$ cat config.mk
export PLATFORM = sky130hd
export DESIGN_NAME = wb_select_pipe
export DESIGN_NICKNAME = d
export VERILOG_FILES = /design/src/rtl/wb_pkg.sv /design/src/rtl/load_extract.sv /design/src/rtl/wb_select_pipe.sv
export SDC_FILE = /design/constraint.sdc
export NUM_CORES = 1
export LEC_CHECK = 0
export CORE_UTILIZATION = 45
export DETAILED_ROUTE_END_ITERATION = 10
export PLACE_DENSITY = 0.89
export SLEW_MARGIN = 20
export SYNTH_ARGS = -nofsm -noshare
export SYNTH_HDL_FRONTEND = slang
export SYNTH_HIERARCHICAL = 1
export SYNTH_SLANG_ARGS = --single-unit
$ cat constraint.sdc
create_clock -name clk -period 2.95 [get_ports clk]
set_input_delay 0.4425 -clock clk [delete_from_list [all_inputs] [get_ports clk]]
set_output_delay 0.4425 -clock clk [all_outputs]
set_load 0.03 [all_outputs]
$ cat src/rtl/wb_pkg.sv
// Shared types and constants for the writeback-select stage.
// Source indices, load funct3 encodings and the buffered result entry.
package wb_pkg;

  localparam int SRC_ALU = 0;
  localparam int SRC_MEM = 1;
  localparam int SRC_PC4 = 2;
  localparam int SRC_IMM = 3;

  localparam logic [2:0] F3_LB  = 3'b000;
  localparam logic [2:0] F3_LH  = 3'b001;
  localparam logic [2:0] F3_LW  = 3'b010;
  localparam logic [2:0] F3_LBU = 3'b100;
  localparam logic [2:0] F3_LHU = 3'b101;

  typedef struct packed {
    logic [31:0] data;
    logic [4:0]  rd;
    logic        we;
    logic        err;
  } wb_entry_t;

endpackage

$ cat src/rtl/load_extract.sv
// Load-data extraction: byte/half/word alignment with sign or zero extension.
// Unsupported funct3 or a misaligned offset flags err and returns zero data.
module load_extract
  import wb_pkg::*;
(
  input  logic [31:0] word,
  input  logic [2:0]  funct3,
  input  logic [1:0]  addr_lo,
  output logic [31:0] data,
  output logic        err
);

  logic [7:0]  byte_w;
  logic [15:0] half_w;

  assign byte_w = word[{addr_lo, 3'b000} +: 8];
  assign half_w = addr_lo[1] ? word[31:16] : word[15:0];

  always_comb begin
    data = '0;
    err  = 1'b0;
    case (funct3)
      F3_LB:  data = {{24{byte_w[7]}}, byte_w};
      F3_LBU: data = {24'b0, byte_w};
      F3_LH:  begin data = {{16{half_w[15]}}, half_w}; err = addr_lo[0]; end
      F3_LHU: begin data = {16'b0, half_w};            err = addr_lo[0]; end
      F3_LW:  begin data = word;                       err = |addr_lo;   end
      default: err = 1'b1;
    endcase
    if (err) data = '0;
  end

endmodule

$ cat src/rtl/wb_select_pipe.sv
// Registered writeback-select stage: NSRC-way select, load extraction on the
// memory source, and a two-entry valid/ready skid buffer toward the regfile.
module wb_select_pipe
  import wb_pkg::*;
#(
  parameter  int NSRC    = 4,
  parameter  int MEM_SRC = SRC_MEM,
  localparam int SELW    = $clog2(NSRC)
) (
  input  logic                 clk,
  input  logic                 rst,
  input  logic                 in_valid,
  output logic                 in_ready,
  input  logic [NSRC*32-1:0]   in_src,
  input  logic [SELW-1:0]      in_sel,
  input  logic [2:0]           in_funct3,
  input  logic [1:0]           in_addr_lo,
  input  logic [4:0]           in_rd,
  input  logic                 in_regwrite,
  output logic                 out_valid,
  input  logic                 out_ready,
  output logic [31:0]          out_data,
  output logic [4:0]           out_rd,
  output logic                 out_we,
  output logic                 out_err
);

  logic [NSRC-1:0][31:0] src;
  logic [31:0] sel_word, ld_data;
  logic        sel_ok, is_mem, ld_err, err;
  wb_entry_t   nxt, main_q, skid_q;
  logic        main_vld, skid_vld;
  logic        acc, drn;

  assign src = in_src;

  // Explicit compare loop keeps out-of-range selects (non power-of-two NSRC) well defined.
  always_comb begin
    sel_word = '0;
    sel_ok   = 1'b0;
    for (int k = 0; k < NSRC; k++) begin
      if (in_sel == SELW'(k)) begin
        sel_word = src[k];
        sel_ok   = 1'b1;
      end
    end
  end

  load_extract u_ext (
    .word    (src[MEM_SRC]),
    .funct3  (in_funct3),
    .addr_lo (in_addr_lo),
    .data    (ld_data),
    .err     (ld_err)
  );

  assign is_mem = (in_sel == SELW'(MEM_SRC));
  assign err    = !sel_ok || (is_mem && ld_err);

  always_comb begin
    nxt      = '0;
    nxt.err  = err;
    nxt.data = err ? 32'h0 : (is_mem ? ld_data : sel_word);
    nxt.rd   = in_rd;
    nxt.we   = in_regwrite && !err && (in_rd != 5'd0);
  end

  // in_ready depends only on registered state (and reset), never on out_ready.
  assign in_ready = !skid_vld && !rst;
  assign acc      = in_valid && in_ready;
  assign drn      = main_vld && out_ready;

  always_ff @(posedge clk) begin
    if (rst) begin
      main_q   <= '0;
      skid_q   <= '0;
      main_vld <= 1'b0;
      skid_vld <= 1'b0;
    end else if (!main_vld || drn) begin
      if (skid_vld) begin
        main_q   <= skid_q;
        main_vld <= 1'b1;
        skid_vld <= 1'b0;
      end else begin
        main_vld <= acc;
        if (acc) main_q <= nxt;
      end
    end else if (acc) begin
      skid_q   <= nxt;
      skid_vld <= 1'b1;
    end
  end

  assign out_valid = main_vld;
  assign out_data  = main_q.data;
  assign out_rd    = main_q.rd;
  assign out_we    = main_q.we;
  assign out_err   = main_q.err;

endmodule

==> summary.log, run 1 <==
[run_status] outcome completed
[yosys] fraction of post-synthesis cell area in the top cell type by area 28.69%
[yosys] fraction of registers with async set/reset 0%
[drt] Via-to-Cell Ratio 6.213
[cts] # H-tree levels 3
[global_route] pin count of the biggest net entering global routing 78
[global_route] Overall Global Routing Usage 29.88%
[hold_path] worst hold path startpoint out_rd[0]
[pwr] design internal power 0.002357 W
[timing] Final Setup Violations 0
[placement] IO buf count 185
[critical_path] most used cell along the critical path mux2i_1
[pwr] combinational group share of total power 29.3%
[drt] Final Routed Wirelength 19490 microns
[hold_path] WHS Endpoint out_rd[0]
[timing] Final min period 2.571 ns
[pwr] power dissipated by switching net loads 0.001007 W
[cts] clock-pin slew of the registers on the worst-case setup and hold paths 0.06 ns
[placement] post-place setup slack 0.1009 ns
[hold_path] worst hold stages 2
[cts] clock root buffer master clkbuf_16
[placement] GP Congestion 0.9544
[critical_path] r2r worst-path depth 4
[critical_path] largest fanout on the critical path 8
[critical_path] required time reported for the critical path endpoint 3.15 ns
[final_layout] final instance area 0.007730 sq mm
[global_route] overall overflow remaining after global route 0
[critical_path] list of cells traversed by the critical path clkdlybuf4s50_1, buf_12, mux2i_1, o22a_2, a21oi_2, nor3b_1, o22ai_1, mux2i_1
[final_layout] commonest non-fill, non-tap cell in the layout clkdlybuf4s50_1
[drt] number of detailed-routing iterations run before antenna repair 5
[floorplanning] die span in x 113.4 microns
[yosys] share of the yosys chip area belonging to registers 28.69%
[cts] number of hold-repair buffers added at the cts stage 0
[cts] worst skew pair latency 0.35 ns
[yosys] mapped cell area 0.005583 sq mm
[yosys] cell accounting for the most synthesized area dfxtp_1
[floorplanning] area of the die 0.01286 sq mm
[floorplanning] ports placed on the boundary 186
[timing] measured slew at the worst slew-check pin 0.7690 ns
[hold_path] Hold Path Class reg -> reg
[critical_path] worst setup slack for register-to-register paths 0.98 ns
[global_route] number of antenna violations at the first check in global routing 0
[timing] worst hold margin 0.4634 ns
[yosys] Synth cell types 50
[timing] total negative slack 0 ns
[timing] Fin. Hold Viols 0
[pwr] share of total power in sequential cells 35.2%
[flow_run] max capacitance violation total 0
[critical_path] type of element launching the critical path input port
[timing] share of the clock period used by the worst path after layout 87.16%
[timing] Fin Clk Skew 0.01083 ns
[drt] DRC violation count after routing 0
[final_layout] share of layout cells above drive strength 1 13.70%
[critical_path] Slowest-stage cell, CP clkdlybuf4s50_1
[global_route] via count of the first global-routing pass 5602
[cts] number of gates given a new drive strength after cts 0
[yosys] Ys Warns 6
[pwr] leakage power 2.639 nW
[drt] WL/cell 21.02 microns
[critical_path] endpoint of the worst-slack reg-to-reg timing path skid_q[37]
[placement] half-perimeter wire length after detailed placement 13860 microns
[final_layout] highest-count cells in the layout ignoring fill and taps 182 x clkdlybuf4s50_1, 93 x a21oi_1, 80 x dfxtp_1, 49 x mux2i_1, 42 x a211oi_1
[timing] PnR worst setup slack 0.3788 ns
[pwr] total power divided by cell area 435.2 mW/mm^2
[timing] worst slew margin relative to its limit 48.66%
[drt] DR iter-0 viols 538
[timing] timing-limited maximum frequency 388.9 MHz
[yosys] most used flip-flop cell after synthesis dfxtp_1
[cts] CTS Buf Count 9
[floorplanning] vertical die dimension 113.4 microns
[cts] post-CTS setup-driven buffer insertion count 0
[drt] antenna-violating nets left 0
[pwr] Switching Fraction 29.94%
[final_layout] fill cell instance count of the final layout 1026
[critical_path] critical path class in -> reg
[floorplanning] placeable core region 0.01206 sq mm
[cts] CTS sink count 80
[cts] TritonCTS clock tree done
[yosys] Post-Syn Area per Cell 9.063 sq um
[final_layout] area growth from synthesis to layout 38.46%
[yosys] number of enable-type register cells in the synthesized netlist 0
[cts] number of buffers on the longest clock path 2
[critical_path] arrival time at the worst endpoint 2.78 ns
[pwr] portion of total power attributed to the clock network 35.4%
[final_layout] final layout net count 899
[timing] Slew Viols, Final 0
[timing] setup repair after global routing missed its margin no
[drt] number of vias in the routed layout 5759
[floorplanning] Std-Cell Rows 40
[critical_path] crit-path max cell delay 0.62 ns
[placement] total cell area at the placement stage 0.007417 sq mm
[critical_path] R2R Path Start skid_vld
[global_route] global-route wire length before repair 30110 microns
[final_layout] area occupied by multi-input gates 0.003513 sq mm
[yosys] post-synth net total 761
[yosys] number of standard cells after synthesis 616
[floorplanning] initial core utilization 46.29%
[final_layout] ANT cells 0
[final_layout] area taken by flip-flops and latches 0.001602 sq mm
[pwr] worst voltage drop across the vdd grid 336.4 uV
[critical_path] kind of capture point of the worst setup path flip-flop
[yosys] Seq cells post-synth 80
[yosys] leading post-synthesis cells by cell area dfxtp_1 29%, mux2i_1 8.8%, a2111oi_2 8.6%
[registers in the layout, indices dropped and copies added (netlist names)]
| name | flops |
|---|---|
| out_valid | 1 |
| skid_q | 39 |
| out_data | 32 |
| out_rd | 5 |
| out_we | 1 |
| skid_vld | 1 |
| out_err | 1 |
[Yosys cell counts (11+ instances only)]
library cell  number
nand3_1           36
o211a_1           27
nand2_1           27
nand4bb_1         31
a21oi_2           11
mux2i_1           49
a21oi_1           93
nor3_1            35
a211oi_1          42
dfxtp_1           80
clkbuf_1          29
a2111oi_2         32
buf_2             30
[worst max-delay path by stage]
stage / from / end / slack (ns)
after floorplan: in_addr_lo[1] / out_err / 0.84
after global placement: in_addr_lo[0] / out_data[5] / 0.09
after detailed placement: in_addr_lo[1] / skid_q[37] / 0.10
after CTS: in_addr_lo[1] / skid_q[37] / 0.46
after global routing: in_addr_lo[1] / skid_q[37] / 0.35
final: in_addr_lo[1] / skid_q[37] / 0.38
[per-stage QoR]
step	utilization [%]	instances	total power (W)
3_5_place_dp	61.49	911	0.002181
6_report	64.09	927	0.003364
5_1_grt	64.09	927	0.003474
3_3_place_gp	61.49	911	0.002171
4_1_cts	64.09	927	0.003357
2_1_floorplan	-	616	0.001758
[area by class of cell]
type                            instances  area share [%]
Timing Repair Buffer                  206           26.68
Inverter                                8          0.3885
Clock inverter                          6           1.084
Multi-Input combinational cell        449           45.45
Sequential cell                        80           20.72
Tap cell                              168           2.719
Clock buffer                           10           2.962
[layer usage]
metal | vias to the layer above | global-route usage [%] | part of all wire [%]
li1 | 2675 | - | -
met4 | 0 | 11.14 | 2.6
met3 | 41 | 5.739 | 8.4
met1 | 2755 | 40.60 | 44
met5 | - | 0 | 0
met2 | 288 | 47.03 | 45
[power by group through the flow]
stage	clock network, W	logic [W]	registers [W]
2_1_floorplan	0	0.000463	0.00129
3_3_place_gp	0	0.000964	0.00121
3_5_place_dp	0	0.000973	0.00121
4_1_cts	0.00119	0.000979	0.00119
5_1_grt	0.00124	0.00104	0.00119
6_report	0.00119	0.000987	0.00119
[cell families after synthesis]
| kind of cell | synth area share, % |
|---|---|
| flip-flops | 28.69 |
| AO/OA/AOI/OAI | 34.42 |
| buffers and inverters | 8.651 |
| AND/OR/NAND/NOR | 17.84 |
| multiplexers | 10.40 |
[worst max-delay path, delay by kind of cell]
| kind | cells | cell delay, ns |
|---|---|---|
| compound gates | 3 | 0.84 |
| buf+inv | 2 | 0.79 |
| mux | 2 | 0.53 |
| simple gates | 1 | 0.15 |
(Power assumes the default switching activity.)
==> inputs of run 2 (changes only) <==
Settings changed: GPL_ROUTABILITY_DRIVEN from default to 0.
==> summary.log, run 2 (synthesis gave the netlist of run 1 again) <==
[run_status] outcome completed
[pwr] design internal power 0.002462 W
[placement] post-place setup slack 0.1329 ns
[final_layout] flip-flop count of the largest register, all copies and words added 39
[drt] DRC violation count after routing 0
[final_layout] share of layout cells above drive strength 1 13.00%
[timing] setup repair after global routing missed its margin no
[flow_run] max capacitance violation total 0
[global_route] GRT busiest layer met2
[timing] worst slew margin relative to its limit 43.25%
[final_layout] area growth from synthesis to layout 38.57%
[global_route] pin count of the biggest net entering global routing 65
[critical_path] kind of capture point of the worst setup path flip-flop
[pwr] total power divided by cell area 443.9 mW/mm^2
[floorplanning] die span in x 113.4 microns
[hold_path] Hold Path Class in -> reg
[global_route] overall overflow remaining after global route 0
[global_route] global-route wire length before repair 29640 microns
[critical_path] list of cells traversed by the critical path clkdlybuf4s50_1, buf_4, mux2i_1, o32a_1, a21oi_1, nand4bb_1, o211a_2, a2111oi_2
[drt] Final Routed Wirelength 19200 microns
[placement] half-perimeter wire length after detailed placement 13270 microns
[timing] Slew Viols, Final 0
[timing] Fin Clk Skew 0.006140 ns
[timing] share of the clock period used by the worst path after layout 85.52%
[cts] clock root buffer master clkbuf_16
[hold_path] worst hold stages 2
[placement] IO buf count 185
[pwr] share of total power in sequential cells 34.6%
[cts] CTS sink count 80
[drt] WL/cell 20.82 microns
[timing] timing-limited maximum frequency 396.4 MHz
[timing] Final Setup Violations 0
[critical_path] critical path's top delay family buffers and inverters
[timing] worst hold margin 0.4464 ns
[floorplanning] Std-Cell Rows 40
[final_layout] register bank with the most flops skid_q
[final_layout] highest-count cells in the layout ignoring fill and taps 182 x clkdlybuf4s50_1, 93 x a21oi_1, 80 x dfxtp_1, 49 x mux2i_1, 42 x a211oi_1
[drt] number of detailed-routing iterations run before antenna repair 5
[cts] # H-tree levels 3
[critical_path] crit-path max cell delay 0.74 ns
[cts] clock-pin slew of the registers on the worst-case setup and hold paths 0.06 ns
[floorplanning] initial core utilization 46.29%
[cts] number of gates given a new drive strength after cts 0
[critical_path] largest fanout on the critical path 8
[timing] Fin. Hold Viols 0
[cts] worst skew pair latency 0.34 ns
[global_route] Overall Global Routing Usage 28.86%
[hold_path] WHS Endpoint skid_q[6]
[cts] number of buffers on the longest clock path 2
[hold_path] worst hold path startpoint rst
[critical_path] required time reported for the critical path endpoint 3.18 ns
[critical_path] r2r worst-path depth 4
[pwr] worst voltage drop across the vdd grid 343.3 uV
[timing] Final min period 2.523 ns
[floorplanning] placeable core region 0.01206 sq mm
[timing] total negative slack 0 ns
[final_layout] ANT cells 0
[final_layout] fill cell instance count of the final layout 961
[critical_path] type of element launching the critical path input port
[timing] PnR worst setup slack 0.4272 ns
[floorplanning] vertical die dimension 113.4 microns
[drt] antenna-violating nets left 0
[floorplanning] ports placed on the boundary 186
[global_route] global routing met2 resource utilization 46.79%
[global_route] via count of the first global-routing pass 5678
[pwr] power dissipated by switching net loads 0.0009717 W
[cts] TritonCTS clock tree done
[timing] measured slew at the worst slew-check pin 0.8513 ns
[cts] number of hold-repair buffers added at the cts stage 0
[critical_path] arrival time at the worst endpoint 2.75 ns
[final_layout] final layout net count 895
[drt] DR iter-0 viols 703
[pwr] combinational group share of total power 28.5%
[global_route] number of antenna violations at the first check in global routing 0
[critical_path] worst setup slack for register-to-register paths 0.97 ns
[final_layout] commonest non-fill, non-tap cell in the layout clkdlybuf4s50_1
[drt] number of vias in the routed layout 5897
[global_route] met3 GRT Util 7.279%
[global_route] met1 Use GR 36.38%
[floorplanning] area of the die 0.01286 sq mm
[critical_path] Slowest-stage cell, CP clkdlybuf4s50_1
[cts] CTS Buf Count 9
[drt] Via-to-Cell Ratio 6.396
[cts] post-CTS setup-driven buffer insertion count 0
[critical_path] endpoint of the worst-slack reg-to-reg timing path skid_q[19]
[critical_path] R2R Path Start skid_vld
[pwr] Switching Fraction 28.30%
[pwr] leakage power 2.633 nW
[critical_path] critical path class in -> reg
[pwr] portion of total power attributed to the clock network 36.9%
[critical_path] combined buffer and inverter count along the critical path 2
run 2: cell types whose count changed in the layout (fill, tap and decap cells not counted):
| cell | before | now |
|---|---|---|
| clkbuf_8 | 0 | 1 |
| clkinv_2 | 3 | 0 |
| buf_12 | 5 | 6 |
| clkinv_4 | 1 | 0 |
| buf_4 | 18 | 13 |
| clkbuf_1 | 1 | 2 |
| bufinv_16 | 2 | 3 |
run 2: worst max path at each step:
stage	from	to	slack [ns]	cells past startpoint
after floorplan	in_addr_lo[1]	out_err	0.84	8
after global placement	in_addr_lo[1]	out_data[4]	0.19	8
after detailed placement	in_addr_lo[1]	out_data[4]	0.13	8
after CTS	in_addr_lo[1]	out_data[4]	0.45	8
after global routing	in_addr_lo[1]	out_data[4]	0.32	8
final	in_addr_lo[1]	out_data[4]	0.43	8
run 2: power by group through the flow:
stage	sequential (W)	clock, W	combinational [W]
after floorplan	0.00129	0	0.000463
after global placement	0.00121	0	0.000943
after detailed placement	0.00121	0	0.000961
after CTS	0.00119	0.00128	0.000969
after global routing	0.00119	0.00132	0.00103
final	0.00119	0.00127	0.000980
run 2: per-layer routing:
metal	up-vias	wire length, microns	part of all wire, %
li1	2665	-	-
met1	2801	7841	41
met2	381	8730	45
met3	50	1952	10
met4	0	674	3.5
met5	-	0	0
run 2: metrics by stage:
stage | std cells | cell area, sq um | total power (W) | utilization, %
after CTS | 922 | 7736 | 0.003437 | 64.14
final | 922 | 7736 | 0.003434 | 64.14
after detailed placement | 907 | 7400 | 0.002169 | 61.35
after global placement | 907 | 7400 | 0.002150 | 61.35
after global routing | 922 | 7736 | 0.003547 | 64.14
after floorplan | 616 | 5583 | 0.001758 | -
run 2: area by class of cell:
cell class | instances | area (sq um) | share of cell area [%]
clock inverters | 3 | 90.09 | 1.164
clock buffers | 12 | 246.5 | 3.186
well taps | 168 | 210.2 | 2.717
flip-flops and latches | 80 | 1602 | 20.70
repair buffers | 202 | 2044 | 26.43
inverters | 8 | 30.03 | 0.3882
multi-input cells | 449 | 3513 | 45.41
